$ cat src/rtl/oled_iic_arb.sv
// Fixed-priority (init > clear > char) arbiter that shares one IIC write master
// between the OLED engines; one 24-bit transfer in flight, bounded by a watchdog.
module oled_iic_arb #(
    parameter int TIMEOUT_CYC = 50000,
    parameter int CNT_W       = 16
) (
    input  logic        clk_50m,
    input  logic        rst_n,
    input  logic        i_init_req,
    input  logic [23:0] i_init_data,
    output logic        o_init_ack,
    input  logic        i_clear_req,
    input  logic [23:0] i_clear_data,
    output logic        o_clear_ack,
    input  logic        i_char_req,
    input  logic [23:0] i_char_data,
    output logic        o_char_ack,
    output logic        o_iic_req,
    output logic [23:0] o_iic_data,
    input  logic        i_iic_done,
    output logic [1:0]  o_grant,
    output logic        o_timeout
);

    localparam logic [1:0] S_IDLE  = 2'd0;
    localparam logic [1:0] S_ISSUE = 2'd1;
    localparam logic [1:0] S_WAIT  = 2'd2;
    localparam logic [1:0] S_ACK   = 2'd3;

    localparam logic [1:0] G_NONE  = 2'd0;
    localparam logic [1:0] G_INIT  = 2'd1;
    localparam logic [1:0] G_CLEAR = 2'd2;
    localparam logic [1:0] G_CHAR  = 2'd3;

    localparam logic [CNT_W-1:0] CNT_LAST = CNT_W'(TIMEOUT_CYC - 1);

    logic [1:0]       state;
    logic [CNT_W-1:0] cnt;
    logic             any_req;
    logic             expired;
    logic             finish;

    // A done pulse in the expiry cycle wins, so expiry only counts without done.
    always_comb begin
        any_req = i_init_req | i_clear_req | i_char_req;
        expired = (state == S_WAIT) && (cnt == CNT_LAST) && !i_iic_done;
        finish  = (((state == S_ISSUE) || (state == S_WAIT)) && i_iic_done) || expired;
    end

    always_ff @(posedge clk_50m) begin
        if (!rst_n) begin
            state       <= S_IDLE;
            cnt         <= '0;
            o_iic_req   <= 1'b0;
            o_iic_data  <= '0;
            o_grant     <= G_NONE;
            o_init_ack  <= 1'b0;
            o_clear_ack <= 1'b0;
            o_char_ack  <= 1'b0;
            o_timeout   <= 1'b0;
        end else begin
            o_iic_req   <= 1'b0;
            o_init_ack  <= finish && (o_grant == G_INIT);
            o_clear_ack <= finish && (o_grant == G_CLEAR);
            o_char_ack  <= finish && (o_grant == G_CHAR);
            o_timeout   <= expired;
            case (state)
                S_IDLE: begin
                    if (any_req) begin
                        o_iic_req <= 1'b1;
                        state     <= S_ISSUE;
                    end
                    if (i_init_req) begin
                        o_grant    <= G_INIT;
                        o_iic_data <= i_init_data;
                    end else if (i_clear_req) begin
                        o_grant    <= G_CLEAR;
                        o_iic_data <= i_clear_data;
                    end else if (i_char_req) begin
                        o_grant    <= G_CHAR;
                        o_iic_data <= i_char_data;
                    end
                end
                S_ISSUE: begin
                    cnt   <= '0;
                    state <= i_iic_done ? S_ACK : S_WAIT;
                end
                S_WAIT: begin
                    cnt <= cnt + 1'b1;
                    if (finish) begin
                        state <= S_ACK;
                    end
                end
                S_ACK: begin
                    // o_iic_data deliberately keeps the last word
                    o_grant <= G_NONE;
                    state   <= S_IDLE;
                end
                default: state <= S_IDLE;
            endcase
        end
    end

endmodule
$ cat config.mk
export PLATFORM = sky130hd
export DESIGN_NAME = oled_iic_arb
export DESIGN_NICKNAME = d
export VERILOG_FILES = /design/src/rtl/oled_iic_arb.sv
export SDC_FILE = /design/constraint.sdc
export NUM_CORES = 1
export LEC_CHECK = 0
export CORE_MARGIN = 5
export CORE_UTILIZATION = 35
export DETAILED_ROUTE_END_ITERATION = 12
export GPL_TIMING_DRIVEN = 0
export HOLD_SLACK_MARGIN = 0.08
export PLACE_DENSITY = 0.68
export SLEW_MARGIN = 10
export SYNTH_ARGS = -nofsm -noshare
export SYNTH_HDL_FRONTEND = slang
export SYNTH_SLANG_ARGS = --single-unit
$ cat constraint.sdc
create_clock -name clk_50m -period 2.4 [get_ports clk_50m]
set_input_delay 0.6 -clock clk_50m [delete_from_list [all_inputs] [get_ports clk_50m]]
set_output_delay 0.6 -clock clk_50m [all_outputs]
set_load 0.005 [all_outputs]
== Word level (Yosys, flattened, before mapping) ==
Index checks and enable logic that the tools add are counted.

* Add/subtract/negate cells: 1
* Eq/ne operators: 10
* Multiplexer cells: 13
* Bitwise operators: 2
* Reduce and logical (&&, ||, !) cells: 17

{| class="wikitable"
|+ Operator list
! kind !! count
|-
| 24-bit two-way mux || 3
|-
| 16-bit case mux with 2 select lines || 1
|-
| 16-bit by 1-bit adder with 16-bit output, second input constant || 1
|-
| 16-bit == test, second input constant || 1
|-
| 2-bit two-way mux || 5
|-
| 2-bit == test, second input constant || 4
|-
| 2-bit case mux with 4 select lines || 1
|-
| 2-bit AND reduction || 4
|-
| 1-bit logical AND || 6
|-
| 2-bit by 1-bit == test with 1-bit output, second input constant || 2
|-
| 2-bit != test, second input constant || 2
|-
| 4-bit != test, second input constant || 1
|-
| 2-bit case mux with 2 select lines || 1
|-
| 2-bit nonzero test || 2
|-
| 3-bit nonzero test || 1
|-
| 2-bit zero test || 1
|-
| 1-bit logical OR || 2
|-
| 1-bit two-way mux || 2
|-
| 1-bit OR || 2
|-
| 1-bit zero test || 1
|}

* Register bits: 49
* Bits of input ports: 78
* Output and inout port bits: 31

== Logic depth before layout (Yosys ltp) ==
Gate-level depths: netlist (run 1).

* Depth after elaboration: 6
* Mapped depth: 6
* Gate-level depth less buffers: 6

== Least setup slack after synthesis (run 1) ==
No wires, ideal clock.

* Path type: register -> register
* Start: reg state[0]
* End: reg cnt[13]
* Setup time: 136 ps
* Arrival: 1,629 ps
* Required time: 2,264 ps
* Slack: 636 ps
* Cell stages (with the launch flop): 7
* Buffers on the path: 0
* Period minus slack after synthesis: 1,764 ps
* Cell sequence: dfxtp_1 > inv_1 > ha_1 > nand4_1 > nor4_1 > a31o_2 > a21oi_1

* Cells in the longest elaborated chain, start to end: 2
* Elaborated cells between the ends (all ways): 4
* Classes of those cells: 2 x eq/ne; 1 x mux; 1 x reduce/logical

{| class="wikitable"
|+ RTL lines
! what !! line !! RTL
|-
| start, declared || 37 || <nowiki>logic [1:0] state;</nowiki>
|-
| start signal, assigned || 86 || <nowiki>state <= i_iic_done ? S_ACK : S_WAIT;</nowiki>
|-
| 2-bit == test / 2-bit by 1-bit == test with 1-bit output (equally long branches) || 67 || <nowiki>case (state)</nowiki>
|-
| 16-bit case mux with 2 select lines / 2-bit nonzero test (equally long branches) || n/a ||
|-
| end signal, assigned || 89 || <nowiki>cnt <= cnt + 1'b1;</nowiki>
|-
| end, declared || 38 || <nowiki>logic [CNT_W-1:0] cnt;</nowiki>
|}

Several ways; a longest one is shown, not always the timed one.
A chain may end at the register's enable or synchronous reset.

== Worst setup path after layout (run 1) ==
* Start: in i_clear_req
* End: reg o_iic_data[5]

* Cells in the longest elaborated chain, start to end: 2
* Elaborated cells between the ends (all ways): 4
* Classes of those cells: 2 x mux; 2 x reduce/logical

{| class="wikitable"
|+ RTL lines
! what !! line !! RTL
|-
| start, declared || 12 || <nowiki>input logic i_clear_req,</nowiki>
|-
| 3-bit nonzero test (no source line) / 24-bit two-way mux (equally long branches) || n/a ||
|-
| 2-bit AND reduction (no source line) / 24-bit two-way mux (equally long branches) || n/a ||
|-
| end signal, assigned || 75 || <nowiki>o_iic_data <= i_init_data;</nowiki>
|-
| end signal, assigned || 78 || <nowiki>o_iic_data <= i_clear_data;</nowiki>
|-
| end signal, assigned || 81 || <nowiki>o_iic_data <= i_char_data;</nowiki>
|-
| end, declared || 19 || <nowiki>output logic [23:0] o_iic_data,</nowiki>
|}

Several ways; a longest one is shown, not always the timed one.

==> key figures, run 1 <==
STA
  – Tcrit/Tclk final: 91.2%
  – Setup violators final: 0
  – Pins over their slew limit: 0
  – Worst Slack Setup Final: 0.211 ns
  – Fin. Hold Viols: 0
  – Slew @ Worst Pin: 0.648 ns
  – Max Freq: 0.457 GHz
  – Minimum clock period: 2.19 ns
  – RSZ-0062 raised after global routing: no
  – Clock Skew: 0.00703 ns
  – Rel. slew slack: 56.2%

Power
  – Logic pwr share: 43.8%
  – Leakage: 0.00138 uW
  – Clk pwr share: 20.4%
  – Peak supply drop: 0.372 mV
  – Sequential power share: 35.8%
  – Psw: 1040 uW
  – Pwr Density: 773 nW/um2
  – Sw frac: 34.7%
  – Pint: 1960 uW

Finish
  – Post-route cell area: 3880 um2
  – Fill count: 696
  – Syn-to-layout area delta: 52.2%
  – Most frequent cells in the layout: clkdlybuf4s50_1 (108), nand2_1 (60), dfxtp_1 (49)
  – Layout Utilization: 54.1%
  – N_diodes: 0
  – Final-stage net count: 501
  – Layout cells sized above 1: 6.70%
  – Commonest non-fill, non-tap cell in the layout: clkdlybuf4s50_1

Synthesis
  – Post-Syn Nets: 386
  – Library cells used by synthesis: 43
  – Post-synth EDFFs: 0
  – Most used flip-flop cell after synthesis: dfxtp_1
  – Synth Warn #: 0
  – Avg Cell Area, Syn: 8.44 um2
  – Post-synth ARST share: 0%
  – Post-synthesis cell area: 2550 um2
  – Register area share after synthesis: 38.5%
  – Post-Syn Instances: 302
  – Seq cells post-synth: 49

Critical path
  – Slowest stage delay, CP: 0.47 ns
  – Reg2reg setup slack: 0.34 ns
  – Worst path arrival time: 2.43 ns
  – Critical path cell sequence: clkdlybuf4s50_1 > buf_2 > o31a_1 > clkbuf_1 > o211ai_1 > a21oi_1
  – Critical path buffers and inverters: 3
  – Crit path kind: input port to flop
  – Critical Path Sink Type: flop
  – Largest delay share family, worst path: buffers and inverters
  – CP max FO: 10
  – Slowest stage cell, crit path: clkdlybuf4s50_1
  – R2r endpoint: cnt[1]
  – Critical path data required time: 2.64 ns
  – Crit start category: input port
  – Reg-to-Reg Start: state[0]
  – R2R depth: 6

Place
  – IO Port Bufs: 108
  – Final Wtd Congestion: 0.804
  – Placement Cell Area: 3750 um2
  – Worst slack, placed: -0.129 ns
  – Detail Placement HPWL: 6520 um

GRT
  – GRT Overall Usage: 17.4%
  – First-pass GRT wire length: 12400 um
  – Vias in the first global route: 2428
  – Total gr overflow: 0
  – Initial antenna violation count: 0
  – Largest net degree at the start of global routing: 16

Floorplan
  – IO Pins: 109
  – Die height: 95.4 um
  – Die Area: 9090 um2
  – Row Count: 31
  – Core area: 7180 um2
  – Starting Density: 35.5%
  – Die X: 95.4 um

Clocking
  – CTS root buf: clkbuf_8
  – Clock Tree Buf Depth: 2
  – CTS Hold Bufs: 0
  – CTS resizes: 0
  – Clock sink count: 49
  – CTS tree: done
  – Post-CTS setup buffer count: 0
  – Clock buffer count from CTS: 5
  – Clock-pin slew of the registers on the worst-case setup and hold paths: 0.09 ns
  – Skew-Pair Late Insertion Delay: 0.30 ns
  – H-tree Lvls: 2

Detailed routing
  – Total wire length: 8210 um
  – Vias/cell: 5.02
  – Vias: 2595
  – Initial DRC count: 109
  – 1st-pass router iterations: 4
  – Post-route ant nets: 0
  – DRC violations left: 0
  – WL/cell: 15.9 um

Worst hold path
  – Hold Crit Endpoint: o_iic_data[21]
  – Hold Path Class: flop to flop
  – Min-Delay Path Depth: 2
  – HP Start: o_iic_data[21]

Run
  – Maxcap violations: 0

Run status
  – Outcome: finished clean
## through the flow
step                std cells  hold WS, ns  setup TNS, ns  total power, uW
floorplan                 302        0.453              0             1800
global placement          509        0.442          -2.05             2390
detailed placement        509        0.448          -2.11             2420
CTS                       517        0.461              0             3030
global route              517        0.477              0             3220
finish                    517        0.458              0             3000
## final cells by class
cell class                 count  area (um2)  share of cell area [%]
buffer                        18        75.1                    1.93
clock inverter                 2        37.5                   0.967
timing repair buffer         108        1080                    27.9
tap                           99         124                    3.19
multi-input combinational    226        1470                    37.8
sequential                    49         981                    25.3
inverter                       9        33.8                   0.870
clock buffer                   6        82.6                    2.13
## synth_stat cells (all sizes together) (3+ instances only)
master	n	area, um2
nand4	8	50.1
nor4	3	33.8
nand2	60	225
ha	6	75.1
nor2	16	60.1
o21ai	4	20.0
o211ai	24	180
nor3	6	30.0
xor2	3	26.3
mux2i	26	260
nand3	3	15.0
clkbuf	10	37.5
a21oi	33	165
buf	8	37.5
xnor2	6	52.6
dfxtp	49	981
inv	9	33.8
nor4b	3	38.8
## cell families after synthesis
logic type / Yosys count / share of synthesized area, %
compound gates: 74 / 19.2
xor+xnor: 9 / 3.09
fa+ha+maj: 6 / 2.94
buf+inv: 27 / 4.27
flops: 49 / 38.5
mux: 26 / 10.2
simple gates: 111 / 21.8
## power groups by stage
stage | registers, uW | clock network (uW) | logic (uW)
final | 1080 | 612 | 1310
after global routing | 1100 | 672 | 1450
after CTS | 1080 | 629 | 1320
after detailed placement | 1100 | 0 | 1320
after global placement | 1090 | 0 | 1300
after floorplan | 1090 | 0 | 713
## registers in the layout (all words and copies together) (netlist names)
| register | flops |
|---|---|
| o_char_ack | 1 |
| o_iic_data | 24 |
| o_timeout | 1 |
| cnt | 16 |
| o_iic_req | 1 |
| o_clear_ack | 1 |
| o_grant | 2 |
| state | 2 |
| o_init_ack | 1 |
## layer usage
metal / GRT usage (%) / routed length, um / vias up
li1: - / - / 1308
met1: 21.9 / 3490 / 1174
met2: 28.5 / 3650 / 104
met3: 5.92 / 994 / 9
met4: 3.97 / 78 / 0
met5: 0 / 0 / -
## how the worst max path moves through the flow
stage / from / endpoint / slack [ns] / cells after the start
detailed placement: i_init_req / o_iic_data[4] / -0.13 / 7
finish: i_clear_req / o_iic_data[5] / 0.21 / 6
CTS: i_clear_req / o_iic_data[17] / 0.20 / 6
floorplan: state[0] / cnt[13] / 0.64 / 6
global placement: i_init_req / o_iic_data[1] / -0.14 / 7
global route: i_init_req / o_iic_data[21] / 0.03 / 7
## worst min-delay path, cell delays in order, from the launching register on
cell     delay (ns)
dfxtp_1        0.32
nand2_1        0.05
a21oi_1        0.05
Note: power is estimated with default switching activity, not from simulation.
==> inputs of run 2 (changes only) <==
--- a/config.mk
+++ b/config.mk
@@ -10,7 +10,7 @@
 export DETAILED_ROUTE_END_ITERATION = 12
 export GPL_TIMING_DRIVEN = 0
 export HOLD_SLACK_MARGIN = 0.08
-export PLACE_DENSITY = 0.68
+export PLACE_DENSITY = 0.71
 export SLEW_MARGIN = 10
 export SYNTH_ARGS = -nofsm -noshare
 export SYNTH_HDL_FRONTEND = slang
==> constraint.sdc (replaced) <==
create_clock -name clk_50m -period 1.8 [get_ports clk_50m]
set_input_delay 0.45 -clock clk_50m [delete_from_list [all_inputs] [get_ports clk_50m]]
set_output_delay 0.45 -clock clk_50m [all_outputs]
set_load 0.005 [all_outputs]
==> run 2 against run 1 <==
  * Routed wire length up 0.49%
  * Clock power up 29%
  * Cell area up 4.2%
  * Worst setup slack worse by 0.15 ns
  * Critical path depth down 1
  * Non-clock buffer count up 8
  * Utilization up 2.3 points
  * Register-to-register slack worse by 0.24 ns
  * Critical endpoint is now state[0]
  * Largest cell class unchanged
  * Largest power group unchanged
  * Highest routed layer unchanged
==> key figures, run 2 (synthesis gave the netlist of run 1 again) <==
Power
  – Leakage: 0.00148 uW (+7.3%)
  – Pwr Density: 1030 nW/um2 (+33%)
  – Peak supply drop: 0.476 mV (+28%)

STA
  – Setup violators final: 0 (unchanged)
  – Worst Slack Setup Final: 0.0601 ns (-0.150 ns)
  – Minimum clock period: 1.74 ns
  – Rel. slew slack: 64.6% (+8.4 points)
  – Clock Skew: 0.00902 ns (+0.00200 ns)
  – Slew @ Worst Pin: 0.531 ns (-0.117 ns)
  – Max Freq: 0.575 GHz
  – Tcrit/Tclk final: 96.7%
  – Fin. Hold Viols: 0 (unchanged)
  – Pins over their slew limit: 0 (unchanged)

Clocking
  – Clock Tree Buf Depth: 2 (unchanged)
  – Clock sink count: 49 (unchanged)
  – Skew-Pair Late Insertion Delay: 0.30 ns (about the same)
  – CTS root buf: clkbuf_8
  – Clock-pin slew of the registers on the worst-case setup and hold paths: 0.08 ns (about the same)
  – Clock buffer count from CTS: 5 (unchanged)
  – H-tree Lvls: 2 (unchanged)
  – CTS tree: done

Run
  – Maxcap violations: 0 (unchanged)

Critical path
  – Reg-to-Reg Start: state[0]
  – Critical path cell sequence: clkdlybuf4s50_1 > or4b_4 > nand2_1 > o31ai_4 > a221oi_2
  – Worst path arrival time: 1.94 ns (-0.49 ns)
  – Critical path buffers and inverters: 1 (-2)
  – Critical Path Sink Type: flop
  – Crit path kind: input port to flop
  – Largest delay share family, worst path: simple AND/OR/NAND/NOR gates
  – Slowest stage cell, crit path: or4b_4
  – Slowest stage delay, CP: 0.55 ns (+0.08 ns)
  – CP max FO: 3 (-7)
  – R2R depth: 6 (unchanged)
  – Critical path data required time: 2.00 ns (-0.64 ns)
  – R2r endpoint: state[1]
  – Crit start category: input port
  – Reg2reg setup slack: 0.10 ns (-0.24 ns)

Worst hold path
  – Min-Delay Path Depth: 2 (unchanged)
  – Hold Path Class: flop to flop
  – HP Start: o_iic_data[20]
  – Hold Crit Endpoint: o_iic_data[20]

Detailed routing
  – Vias/cell: 5.03 (+0.26%)
  – Vias: 2642 (+1.8%)
  – WL/cell: 15.7 um (-1.0%)
  – Total wire length: 8250 um (+0.49%)
  – Initial DRC count: 96 (-12%)
  – 1st-pass router iterations: 5 (+1)
  – DRC violations left: 0 (unchanged)
  – Post-route ant nets: 0 (unchanged)

Finish
  – Flip-flop and latch area: 986 um2 (+0.51%)
  – Final-stage net count: 509 (+1.6%)
  – Commonest non-fill, non-tap cell in the layout: clkdlybuf4s50_1
  – N_diodes: 0 (unchanged)
  – Most frequent cells in the layout: clkdlybuf4s50_1 (106), nand2_1 (60), dfxtp_1 (47)
  – Layout Utilization: 56.4% (+2.3 points)
  – Most flop-heavy register: o_iic_data
  – Syn-to-layout area delta: 58.6%
  – Layout cells sized above 1: 12.0% (+5.3 points)
  – Multi-input combinational cell area: 1540 um2 (+4.7%)
  – Fill count: 641 (-7.9%)
  – Largest regs: o_iic_data: 24 flops, cnt: 16 flops
  – Finished Layout Cells: 525 (+1.5%)
  – Post-route cell area: 4040 um2 (+4.2%)
  – Largest register FFs: 24 (unchanged)

Place
  – Detail Placement HPWL: 6530 um (+0.15%)
  – Placement Cell Area: 3750 um2 (unchanged)
  – IO Port Bufs: 108 (unchanged)
  – Inst Count DP: 509 (unchanged)
  – Worst slack, placed: -0.599 ns (-0.470 ns)
  – Final Wtd Congestion: 0.832 (+3.6%)

GRT
  – Initial antenna violation count: 0 (unchanged)
  – Total gr overflow: 0 (unchanged)
  – GRT Overall Usage: 17.9% (+0.55 points)
  – GRT Max-Usage Layer: met2
  – Met2 Track Usage GR: 29.9% (+1.4 points)
  – Vias in the first global route: 2569 (+5.8%)
  – First-pass GRT wire length: 13000 um (+4.3%)
  – Largest net degree at the start of global routing: 15 (-1)
  – GR Util met1: 22.8% (+0.88 points)
  – M3 GR Usage: 5.45% (-0.47 points)

Floorplan
  – Starting Density: 35.5% (unchanged)
  – Die Area: 9090 um2 (unchanged)
  – Core area: 7180 um2 (unchanged)
  – Die X: 95.4 um (unchanged)
  – Row Count: 31 (unchanged)
  – IO Pins: 109 (unchanged)
  – Die height: 95.4 um (unchanged)

Run status
  – Outcome: finished clean
==> run 2: cell types whose count changed in the layout (fill, tap and decap cells not counted), moves of 3 or more <==
cell and change:
buf_6 +3, clkbuf_1 -4, clkbuf_2 +4, buf_4 +8, buf_2 -3
==> run 2: worst max path at each step <==
stage / start / end / cells past startpoint
global route: state[0] / state[1] / 6
CTS: state[0] / state[1] / 6
global placement: i_clear_req / state[0] / 5
detailed placement: i_clear_req / state[0] / 5
finish: i_clear_req / state[0] / 5
floorplan: state[0] / cnt[13] / 6
==> run 2: layout make-up <==
cell class / instances / share of cell area, %
Sequential cell: 49 / 24.4
Clock inverter: 1 / 0.743
Buffer: 18 / 2.63
Tap cell: 99 / 3.06
Clock buffer: 7 / 2.13
Multi-Input combinational cell: 226 / 38.0
Timing Repair Buffer: 116 / 28.2
Inverter: 9 / 0.835
==> run 2: layer usage <==
metal  vias to the layer above  wire (um)
met4                         0         56
met5                         -          0
met3                         5        912
met2                       104       3800
li1                       1325          -
met1                      1208       3490
==> run 2: stage by stage <==
step | hold slack (ns) | total power [uW] | TNS, ns
2_1_floorplan | 0.453 | 2400 | 0
3_3_place_gp | 0.442 | 3170 | -14.96
3_5_place_dp | 0.447 | 3220 | -16.75
4_1_cts | 0.458 | 4130 | -0.0110
5_1_grt | 0.481 | 4480 | -0.0337
6_report | 0.456 | 4180 | 0
==> run 2: what timing repair did <==
action,in CTS,in global routing
setup endpoints to repair,37,34
cloned,0,0
hold buffers,0,0
pin swaps,2,3
setup buffers,3,5
gates resized for setup,18,17
==> run 2: worst register-to-register path, delay by kind of cell (launching register included) <==
kind / cells / cell delay, ns
muxes: 1 / 0.20
adders and majority gates: 1 / 0.22
buffers and inverters: 1 / 0.11
and+or+nand+nor: 2 / 0.50
DFF: 1 / 0.34
AOI/OAI and AO/OA: 1 / 0.27
==> run 2: report_power, final <==
| part | total [uW] | leakage (uW) | internal (uW) | switching (uW) |
|---|---|---|---|---|
| clock | 792 | 0.0000585 | 453 | 339 |
| sequential | 1450 | 0.000402 | 1300 | 143 |
| combinational | 1940 | 0.00102 | 1010 | 924 |
